==> src/rtl/alu_arbiter.sv <==
// alu_arbiter: round-robin sharing of one combinational ALU between two
// requesters. Each requester has a valid/ready request channel and a
// valid/ready response channel. The block drives the ALU bus from the winner
// and captures the ALU output into a single registered response that is held
// until the owning requester consumes it.
module alu_arbiter #(
    parameter int WIDTH = 32,
    parameter int OPW   = 4
) (
    input  logic                 clk,
    input  logic                 rst,
    input  logic [1:0]           req_valid,
    output logic [1:0]           req_ready,
    input  logic [2*WIDTH-1:0]   req_a,
    input  logic [2*WIDTH-1:0]   req_b,
    input  logic [2*OPW-1:0]     req_op,
    output logic [1:0]           resp_valid,
    input  logic [1:0]           resp_ready,
    output logic [WIDTH-1:0]     resp_result,
    output logic                 resp_branch,
    output logic [WIDTH-1:0]     alu_a,
    output logic [WIDTH-1:0]     alu_b,
    output logic [OPW-1:0]       alu_op,
    input  logic [WIDTH-1:0]     alu_result,
    input  logic                 alu_branch
);

    localparam logic [OPW-1:0] OP_ADD = '0;
    localparam logic [OPW-1:0] OP_BLT = OPW'(5);
    localparam logic [OPW-1:0] OP_BGT = OPW'(9);
    localparam logic [OPW-1:0] OP_BEQ = OPW'(12);

    typedef enum logic {
        IDLE = 1'b0,
        RESP = 1'b1
    } state_t;

    state_t             state_q, state_d;
    // Index of the most recent winner; while in RESP it also names the
    // requester that owns the held response.
    logic               last_grant_q, last_grant_d;
    logic [1:0]         resp_valid_q, resp_valid_d;
    logic [WIDTH-1:0]   resp_result_q, resp_result_d;
    logic               resp_branch_q, resp_branch_d;

    logic               grant_valid;
    logic               grant_idx;
    logic               is_branch;

    logic [WIDTH-1:0]   a_arr  [2];
    logic [WIDTH-1:0]   b_arr  [2];
    logic [OPW-1:0]     op_arr [2];

    // Unpack the flattened per-requester request fields.
    generate
        for (genvar gi = 0; gi < 2; gi++) begin : g_unpack
            assign a_arr[gi]  = req_a[gi*WIDTH +: WIDTH];
            assign b_arr[gi]  = req_b[gi*WIDTH +: WIDTH];
            assign op_arr[gi] = req_op[gi*OPW +: OPW];
        end
    endgenerate

    // Round-robin grant, only evaluated while idle; a tie goes to the
    // requester that did not win last time.
    always_comb begin
        grant_valid = 1'b0;
        grant_idx   = 1'b0;
        if (state_q == IDLE) begin
            case (req_valid)
                2'b01: begin
                    grant_valid = 1'b1;
                    grant_idx   = 1'b0;
                end
                2'b10: begin
                    grant_valid = 1'b1;
                    grant_idx   = 1'b1;
                end
                2'b11: begin
                    grant_valid = 1'b1;
                    grant_idx   = ~last_grant_q;
                end
                default: begin
                    grant_valid = 1'b0;
                    grant_idx   = 1'b0;
                end
            endcase
        end
    end

    // Drive the ALU bus from the winner, or a quiet ADD 0,0 with no grant.
    always_comb begin
        req_ready = 2'b00;
        alu_a     = '0;
        alu_b     = '0;
        alu_op    = OP_ADD;
        if (grant_valid) begin
            req_ready = 2'b01 << grant_idx;
            alu_a     = a_arr[grant_idx];
            alu_b     = b_arr[grant_idx];
            alu_op    = op_arr[grant_idx];
        end
    end

    assign is_branch = (alu_op == OP_BEQ) || (alu_op == OP_BGT) || (alu_op == OP_BLT);

    // Next-state logic: capture on accept, release on consumption by the owner.
    always_comb begin
        state_d       = state_q;
        last_grant_d  = last_grant_q;
        resp_valid_d  = resp_valid_q;
        resp_result_d = resp_result_q;
        resp_branch_d = resp_branch_q;
        case (state_q)
            IDLE: begin
                if (grant_valid) begin
                    state_d      = RESP;
                    last_grant_d = grant_idx;
                    resp_valid_d = 2'b01 << grant_idx;
                    // Mask whichever ALU output is meaningless for this op.
                    if (is_branch) begin
                        resp_result_d = '0;
                        resp_branch_d = alu_branch;
                    end else begin
                        resp_result_d = alu_result;
                        resp_branch_d = 1'b0;
                    end
                end
            end
            RESP: begin
                if (resp_ready[last_grant_q]) begin
                    state_d      = IDLE;
                    resp_valid_d = 2'b00;
                end
            end
            default: begin
                state_d = IDLE;
            end
        endcase
    end

    // State and response registers with synchronous reset.
    always_ff @(posedge clk) begin
        if (rst) begin
            state_q       <= IDLE;
            last_grant_q  <= 1'b1;
            resp_valid_q  <= 2'b00;
            resp_result_q <= '0;
            resp_branch_q <= 1'b0;
        end else begin
            state_q       <= state_d;
            last_grant_q  <= last_grant_d;
            resp_valid_q  <= resp_valid_d;
            resp_result_q <= resp_result_d;
            resp_branch_q <= resp_branch_d;
        end
    end

    assign resp_valid  = resp_valid_q;
    assign resp_result = resp_result_q;
    assign resp_branch = resp_branch_q;

endmodule
==> config.mk <==
export PLATFORM = sky130hd
export DESIGN_NAME = alu_arbiter
export DESIGN_NICKNAME = d
export VERILOG_FILES = /design/src/rtl/alu_arbiter.sv
export SDC_FILE = /design/constraint.sdc
export NUM_CORES = 1
export LEC_CHECK = 0
export BUFFER_PORTS_ARGS = -buffer_cell sky130_fd_sc_hd__buf_2
export CORE_AREA = 3 3 108 110
export CTS_BUF_LIST = sky130_fd_sc_hd__clkbuf_8
export CTS_CLUSTER_DIAMETER = 60
export CTS_CLUSTER_SIZE = 12
export DETAILED_ROUTE_END_ITERATION = 7
export DIE_AREA = 0 0 111 113
export GPL_TIMING_DRIVEN = 0
export HOLD_SLACK_MARGIN = 0.02
export PLACE_DENSITY = 0.56
export SETUP_SLACK_MARGIN = 0.4
export SLEW_MARGIN = 15
export SYNTH_ARGS = -nofsm -noshare
export SYNTH_HDL_FRONTEND = slang
export SYNTH_SLANG_ARGS = --single-unit
export TNS_END_PERCENT = 30
==> constraint.sdc <==
create_clock -name clk -period 2.3 [get_ports clk]
set_input_delay 0.115 -clock clk [delete_from_list [all_inputs] [get_ports clk]]
set_output_delay 0.115 -clock clk [all_outputs]
set_load 0.02 [all_outputs]
==> results of run 1 <==
layer usage:
layer  vias up  routed length (um)  share of wire, %  GRT usage, %
li1       1532                   -                 -             -
met1      1421                4040                38          17.6
met2       143                5800                54          31.0
met3        10                 785               7.3          3.96
met4         2                 106              0.99          2.71
met5         -                   7             0.065             0
layout make-up:
| class | instances | share of cell area (%) |
|---|---|---|
| timing repair buffer | 284 | 36.3 |
| multi-input combinational | 194 | 33.6 |
| sequential | 37 | 18.7 |
| buffer | 26 | 4.46 |
| tap | 140 | 4.40 |
| clock buffer | 7 | 2.42 |
| clock inverter | 1 | 0.126 |
registers in the layout, summed over array words and instances, names as in the netlist:
register      count
resp_result      32
resp_valid        2
last_grant_q      1
resp_branch       1
state_q           1
through the flow:
step | hold WS (ns) | util (%)
2_1_floorplan | 0.184 | -
3_3_place_gp | 0.353 | 34.9
3_5_place_dp | 0.364 | 34.9
4_1_cts | 0.0550 | 36.7
5_1_grt | 0.0696 | 36.9
6_report | 0.0661 | 36.9
where the power goes:
| group | total [mW] | internal [mW] | switching, mW | leakage, nW |
|---|---|---|---|---|
| combinational | 0.976 | 0.415 | 0.562 | 1.85 |
| clock | 0.503 | 0.271 | 0.232 | 0.0542 |
| sequential | 0.727 | 0.697 | 0.0300 | 0.305 |
layout by cell type, fill, tap and decap left out:
cell type and n:
buf_2 275, nand2_1 66, a22o_1 64, dfxtp_1 36, o21ai_2 30, buf_4 18
nor2_1 8, clkbuf_1 7, clkbuf_8 7, buf_6 5, clkbuf_2 3, a32oi_1 3
a21oi_1 3, a32o_1 3, clkbuf_4 2, nor3_1 2, o21ai_0 2, a21boi_4 1
nor2b_4 1, nand2b_4 1, nor2_4 1, a32oi_2 1, mux2i_1 1, o31ai_1 1
o21bai_1 1, and3_1 1, o31a_4 1, nor2b_1 1, nand2b_1 1, a221o_1 1
clkinv_2 1, dfxtp_4 1
worst max path at each step:
stage	from	end	slack, ns
4_1_cts	last_grant_q	alu_a[9]	0.36
3_3_place_gp	last_grant_q	alu_b[6]	0.12
3_5_place_dp	last_grant_q	alu_b[6]	0.04
6_report	last_grant_q	resp_branch	0.49
2_1_floorplan	last_grant_q	alu_a[0]	0.64
5_1_grt	last_grant_q	alu_b[20]	0.40
cell families after synthesis:
group                  after synthesis
AO/OA/AOI/OAI                      111
AND/OR/NAND/NOR                     82
flip-flops                          37
buffers and inverters               26
multiplexers                         1
what timing repair did:
action                                  in CTS  in global routing
gates cloned                                 0                  0
hold buffers                                 0                  0
setup buffers                                4                  1
pin swaps                                    2                  1
endpoints found under the setup margin      66                 60
gates resized for setup                     26                 12
==> metrics.txt, run 1 <==
outcome completed; Tot Pwr between 2 and 2.5 mW; Worst Setup Start Kind register; Syn Inst Count between 200 and 300; Post-synth EDFFs 0; GRT Residual Overflow 0; CP max FO 6; total die area about 13000 sq um; placed cell area approximately 3800 sq um; reg2reg end resp_branch; critical path capture point type register; CP delay by family, top compound AO/OA/AOI/OAI gates; Post-DRT Antenna Nets 0; Synth Flop Type dfxtp_1; Worst-Skew Late Latency 0.28 ns; synthesized area roughly 2200 sq um; Hold Startpoint rst; router iterations before antenna repair 4; Final Max Slew Viols 0; max cap viols 0; Synth Area in Adders 0%; clock root buffer clkbuf_8; main combinational cell family by area after synthesis compound AO/OA/AOI/OAI gates; ant diodes 0; FFs w/ async S/R, synth 0%; CTS Buf Count 5; Starting Density between 20 and 25%; Ys Warns 0; Leak 2.21 nW; htree depth 2; DIE HEIGHT 113 um; Synth cell types 25; row count 38; post-DP HPWL about 9200 um; Starting DRT DRC Count roughly 140; initial antenna violation count 1; post-route cell area 3980 sq um; GP Congestion between 0.9 and 1; CTS sink count 37; Worst Hold Class primary input to register; worst-margin pin slew ~0.43 ns; Residual DRC 0; vias in the first global route 3098; Max VDD drop 367 uV; RSZ-0062 raised after global routing yes; Net Count, Synth approximately 430; critical path depth 6; mean routed wirelength per cell roughly 16 um; number of port buffers ~280; compound-cell area share of the yosys netlist between 40% and 50%; share of cells above drive strength 1 63.4%; Rel. slew slack 71.1%; Reg2Reg Depth 6; Mapped Avg Cell Area about 8.5 sq um; max frequency ~550 MHz; Synth area leaders dfxtp_1 34%, a22o_1 26%, o21ai_2 12%, nand2_1 11%, clkbuf_1 1.9%; Yosys reg bits 37; routed wire length between 10000 and 15000 um; FF-to-FF Start last_grant_q; hold depth 2; Vias/cell roughly 4.5; pwr dens approximately 550 nW/um^2; crit-path max cell delay between 0.3 and 0.4 ns; top-count cell post-synth nand2_1; TritonCTS clock tree yes; Setup Skew about 0.0047 ns; Worst path slowest cell dfxtp_4; mux cell area share after synthesis less than 1%; TNS Setup 0 ns; Period minus WS final ~1.8 ns; CTS max path bufs 2; clock-pin transition on the worst setup and hold timing paths around 0.080 ns; WP data required between 2 and 2.5 ns; CP Class register to register; CORE AREA 10800 sq um; fin crit share 78.6%; largest net degree at the start of global routing 12; first-pass GRT wire length 16300 um; via count between 3000 and 4000; CP most frequent cell a32o_1; worst hold endpoint state_q; Fin. Hold Viols 0; post-route insts no fill between 600 and 700; DIE WIDTH 111 um; register area share after synthesis roughly a third; final count of negative-setup-slack endpoints 0; cell taking the most area after synthesis dfxtp_1; global-route total usage across every layer 15.9%; Worst Path Buf+Inv 1; Layout Nets 723; I/O pin total 280; dpl cells just under 700; Layout fillers 1200; Area Overhead vs Synth 81.7%; Post-Synth XOR/XNOR Area 0%; Seq. cell area about 740 sq um; crit path setup slack, layout 0.492 ns; reg2reg setup slack just under 0.5 ns; Arrival @ worst endpoint slightly below 2 ns; pre-CTS setup slack slightly below 0.04 ns; top cells by count, synth 66 x nand2_1, 64 x a22o_1, 37 x dfxtp_1; area of the multi-input gates about 1300 sq um; area fraction in and, or, nand and nor cells after synthesis between 10% and 20%; top-area cell type share of the netlist area about 34%; critical-path cell list nand2b_4 -> buf_4 -> a32o_1 -> and3_1 -> o31a_4 -> a32o_1
Power figures use the tool's default switching activity.
==> run 2, diff against run 1 <==
--- a/config.mk
+++ b/config.mk
@@ -6,15 +6,15 @@
 export NUM_CORES = 1
 export LEC_CHECK = 0
 export BUFFER_PORTS_ARGS = -buffer_cell sky130_fd_sc_hd__buf_2
-export CORE_AREA = 3 3 108 110
+export CORE_AREA = 3 3 107 109
 export CTS_BUF_LIST = sky130_fd_sc_hd__clkbuf_8
 export CTS_CLUSTER_DIAMETER = 60
 export CTS_CLUSTER_SIZE = 12
 export DETAILED_ROUTE_END_ITERATION = 7
-export DIE_AREA = 0 0 111 113
+export DIE_AREA = 0 0 110 112
 export GPL_TIMING_DRIVEN = 0
 export HOLD_SLACK_MARGIN = 0.02
-export PLACE_DENSITY = 0.56
+export PLACE_DENSITY = 0.59
 export SETUP_SLACK_MARGIN = 0.4
 export SLEW_MARGIN = 15
 export SYNTH_ARGS = -nofsm -noshare
==> constraint.sdc (replaced) <==
create_clock -name clk -period 1.54 [get_ports clk]
set_input_delay 0.077 -clock clk [delete_from_list [all_inputs] [get_ports clk]]
set_output_delay 0.077 -clock clk [all_outputs]
set_load 0.02 [all_outputs]
==> metrics.txt, run 2 (synthesized netlist as in run 1, its figures left out) <==
pre-CTS setup slack -0.183 ns (-0.222 ns); I/O pin total 280 (unchanged); hold depth 3 (+1); pwr dens 788 nW/um^2 (+42%); Worst Setup Start Kind register; Starting DRT DRC Count 90 (-34%); Fin. Hold Viols 0 (unchanged); Starting Density 20.5% (+0.18 points); fin util 47.1% (+10 points); Vias/cell 4.62 (+2.4%); Period minus WS final between 1.5 and 2 ns; mean routed wirelength per cell 16.5 um (+5.8%); router iterations before antenna repair 4 (unchanged); Worst Hold Slack 0.0281 ns (-0.0380 ns); placed cell area 4110 sq um (+9.3%); CTS max path bufs 2 (unchanged); Setup Skew 0.00800 ns (+0.00330 ns); first-pass GRT wire length 16600 um (+2.0%); fin crit share 114%; post-route cell area 5030 sq um (+26%); row count 38 (unchanged); met1 WL 4120 um (+2.1%); commonest cells after routing, fill and taps aside 215 x buf_2, 71 x buf_6, 65 x nand2_1; vias in the first global route 3294 (+6.3%); GRT Residual Overflow 0 (unchanged); CORE AREA 10700 sq um (-0.88%); Worst-Skew Late Latency 0.29 ns (about the same); number of port buffers 279 (unchanged); total die area 12300 sq um (-1.8%); Layout fillers 1053 (-12%); share of cells above drive strength 1 70.3% (+6.9 points); DIE HEIGHT 112 um (-0.88%); max cap viols 0 (unchanged); CTS Buf Count 5 (unchanged); Residual DRC 0 (unchanged); Leak 2.59 nW (+17%); clock-pin transition on the worst setup and hold timing paths 0.08 ns (about the same); Tot Pwr 3.97 mW (+80%); Worst Hold Class primary input to register; htree depth 2 (unchanged); Layout Nets 733 (+1.4%); Reg2Reg Depth 7 (+1); outcome complete, but fails checks; routed wire length 11500 um (+7.5%); global-route total usage across every layer 17.1% (+1.2 points); worst-margin pin slew 0.434 ns (+0.000292 ns); CP Class register to primary output; RSZ-0062 raised after global routing yes; critical path capture point type primary output; max reg flops 32 (unchanged); failing checks setup timing; Post-DRT Antenna Nets 0 (unchanged); Rel. slew slack 71.0% (about the same); CP max FO 7 (+1); WP data required 1.46 ns (-1.02 ns); post-DP HPWL 9040 um (-1.7%); Max VDD drop 657 uV (+79%); TritonCTS clock tree yes; Area Overhead vs Synth 130%; wire length on met2 6120 um (+5.6%); CTS sink count 37 (unchanged); DR WL met3 1060 um (+35%); Final Max Slew Viols 0 (unchanged); final count of negative-setup-slack endpoints 96 (+96); Arrival @ worst endpoint 1.68 ns (-0.31 ns); GP Congestion 1.01 (+8.4%); largest net degree at the start of global routing 13 (+1); max frequency 569 MHz; clock root buffer clkbuf_8; DIE WIDTH 110 um (-0.90%); Highest Signal Layer met5; leading cell type in the layout, fill and taps excluded buf_2; initial antenna violation count 2 (+1); via count 3233 (+4.0%); crit path setup slack, layout -0.216 ns (-0.708 ns)
-- run 2: cell count changes in the layout (fill, tap and decap cells not counted), moves of 2 or more --
| cell | previous run | this run |
|---|---|---|
| a22o_1 | 64 | 29 |
| a22o_4 | 0 | 35 |
| buf_12 | 0 | 6 |
| buf_16 | 0 | 2 |
| buf_2 | 275 | 215 |
| buf_4 | 18 | 5 |
| buf_6 | 5 | 71 |
| buf_8 | 0 | 6 |
| clkbuf_2 | 3 | 0 |
| dlygate4sd3_1 | 0 | 4 |
-- run 2: layout make-up --
class	instances	area [sq um]	area share, %
Tap cell	140	175	3.48
Clock buffer	6	82.6	1.64
Multi-Input combinational cell	194	1670	33.1
Clock inverter	2	37.5	0.746
Antenna cell	1	2.50	0.0497
Sequential cell	37	744	14.8
Timing Repair Buffer	294	2010	39.9
Buffer	26	313	6.21
-- run 2: per-stage QoR --
stage          std cells  setup TNS [ns]
2_1_floorplan        257          -0.684
6_report             700          -12.25
5_1_grt              700          -19.50
4_1_cts              699          -14.62
3_3_place_gp         676           -6.14
3_5_place_dp         676           -7.56
-- run 2: where the power goes --
part | total, mW | switching (mW) | internal (mW)
Sequential | 1.08 | 0.0425 | 1.04
Combinational | 2.00 | 0.979 | 1.02
Clock | 0.881 | 0.354 | 0.527
Total | 3.97 | 1.38 | 2.59
-- run 2: what timing repair did --
| item | CTS | global route |
|---|---|---|
| hold buffers | 4 | 0 |
| resized for setup | 138 | 36 |
| buffers inserted | 7 | 0 |
| pin swaps | 10 | 52 |
| hold endpoints to repair | 6 | 0 |
| gates cloned | 4 | 0 |
| setup endpoints to repair | 106 | 105 |
-- run 2: metal layers --
layer,up-vias,track usage [%]
met5,-,0
met4,2,4.82
met3,18,4.23
met2,159,32.7
met1,1495,17.9
li1,1559,-
-- run 2: path summary, 6_finish.rpt --
check                  start               to  slack, ns
min           alu_result[28]  resp_result[28]       0.03
min reg2reg  resp_result[30]  resp_result[30]       0.45
max             last_grant_q        alu_b[13]      -0.22
max reg2reg     last_grant_q  resp_result[20]      -0.21
-- run 2: critical path, stage by stage, from the launching register on --
cell and delay [ns]:
dfxtp_4 0.36, nand2b_4 0.16, nand2_2 0.09, nor2_4 0.04, buf_8 0.14, bufbuf_16 0.27
a22o_4 0.22, buf_6 0.13
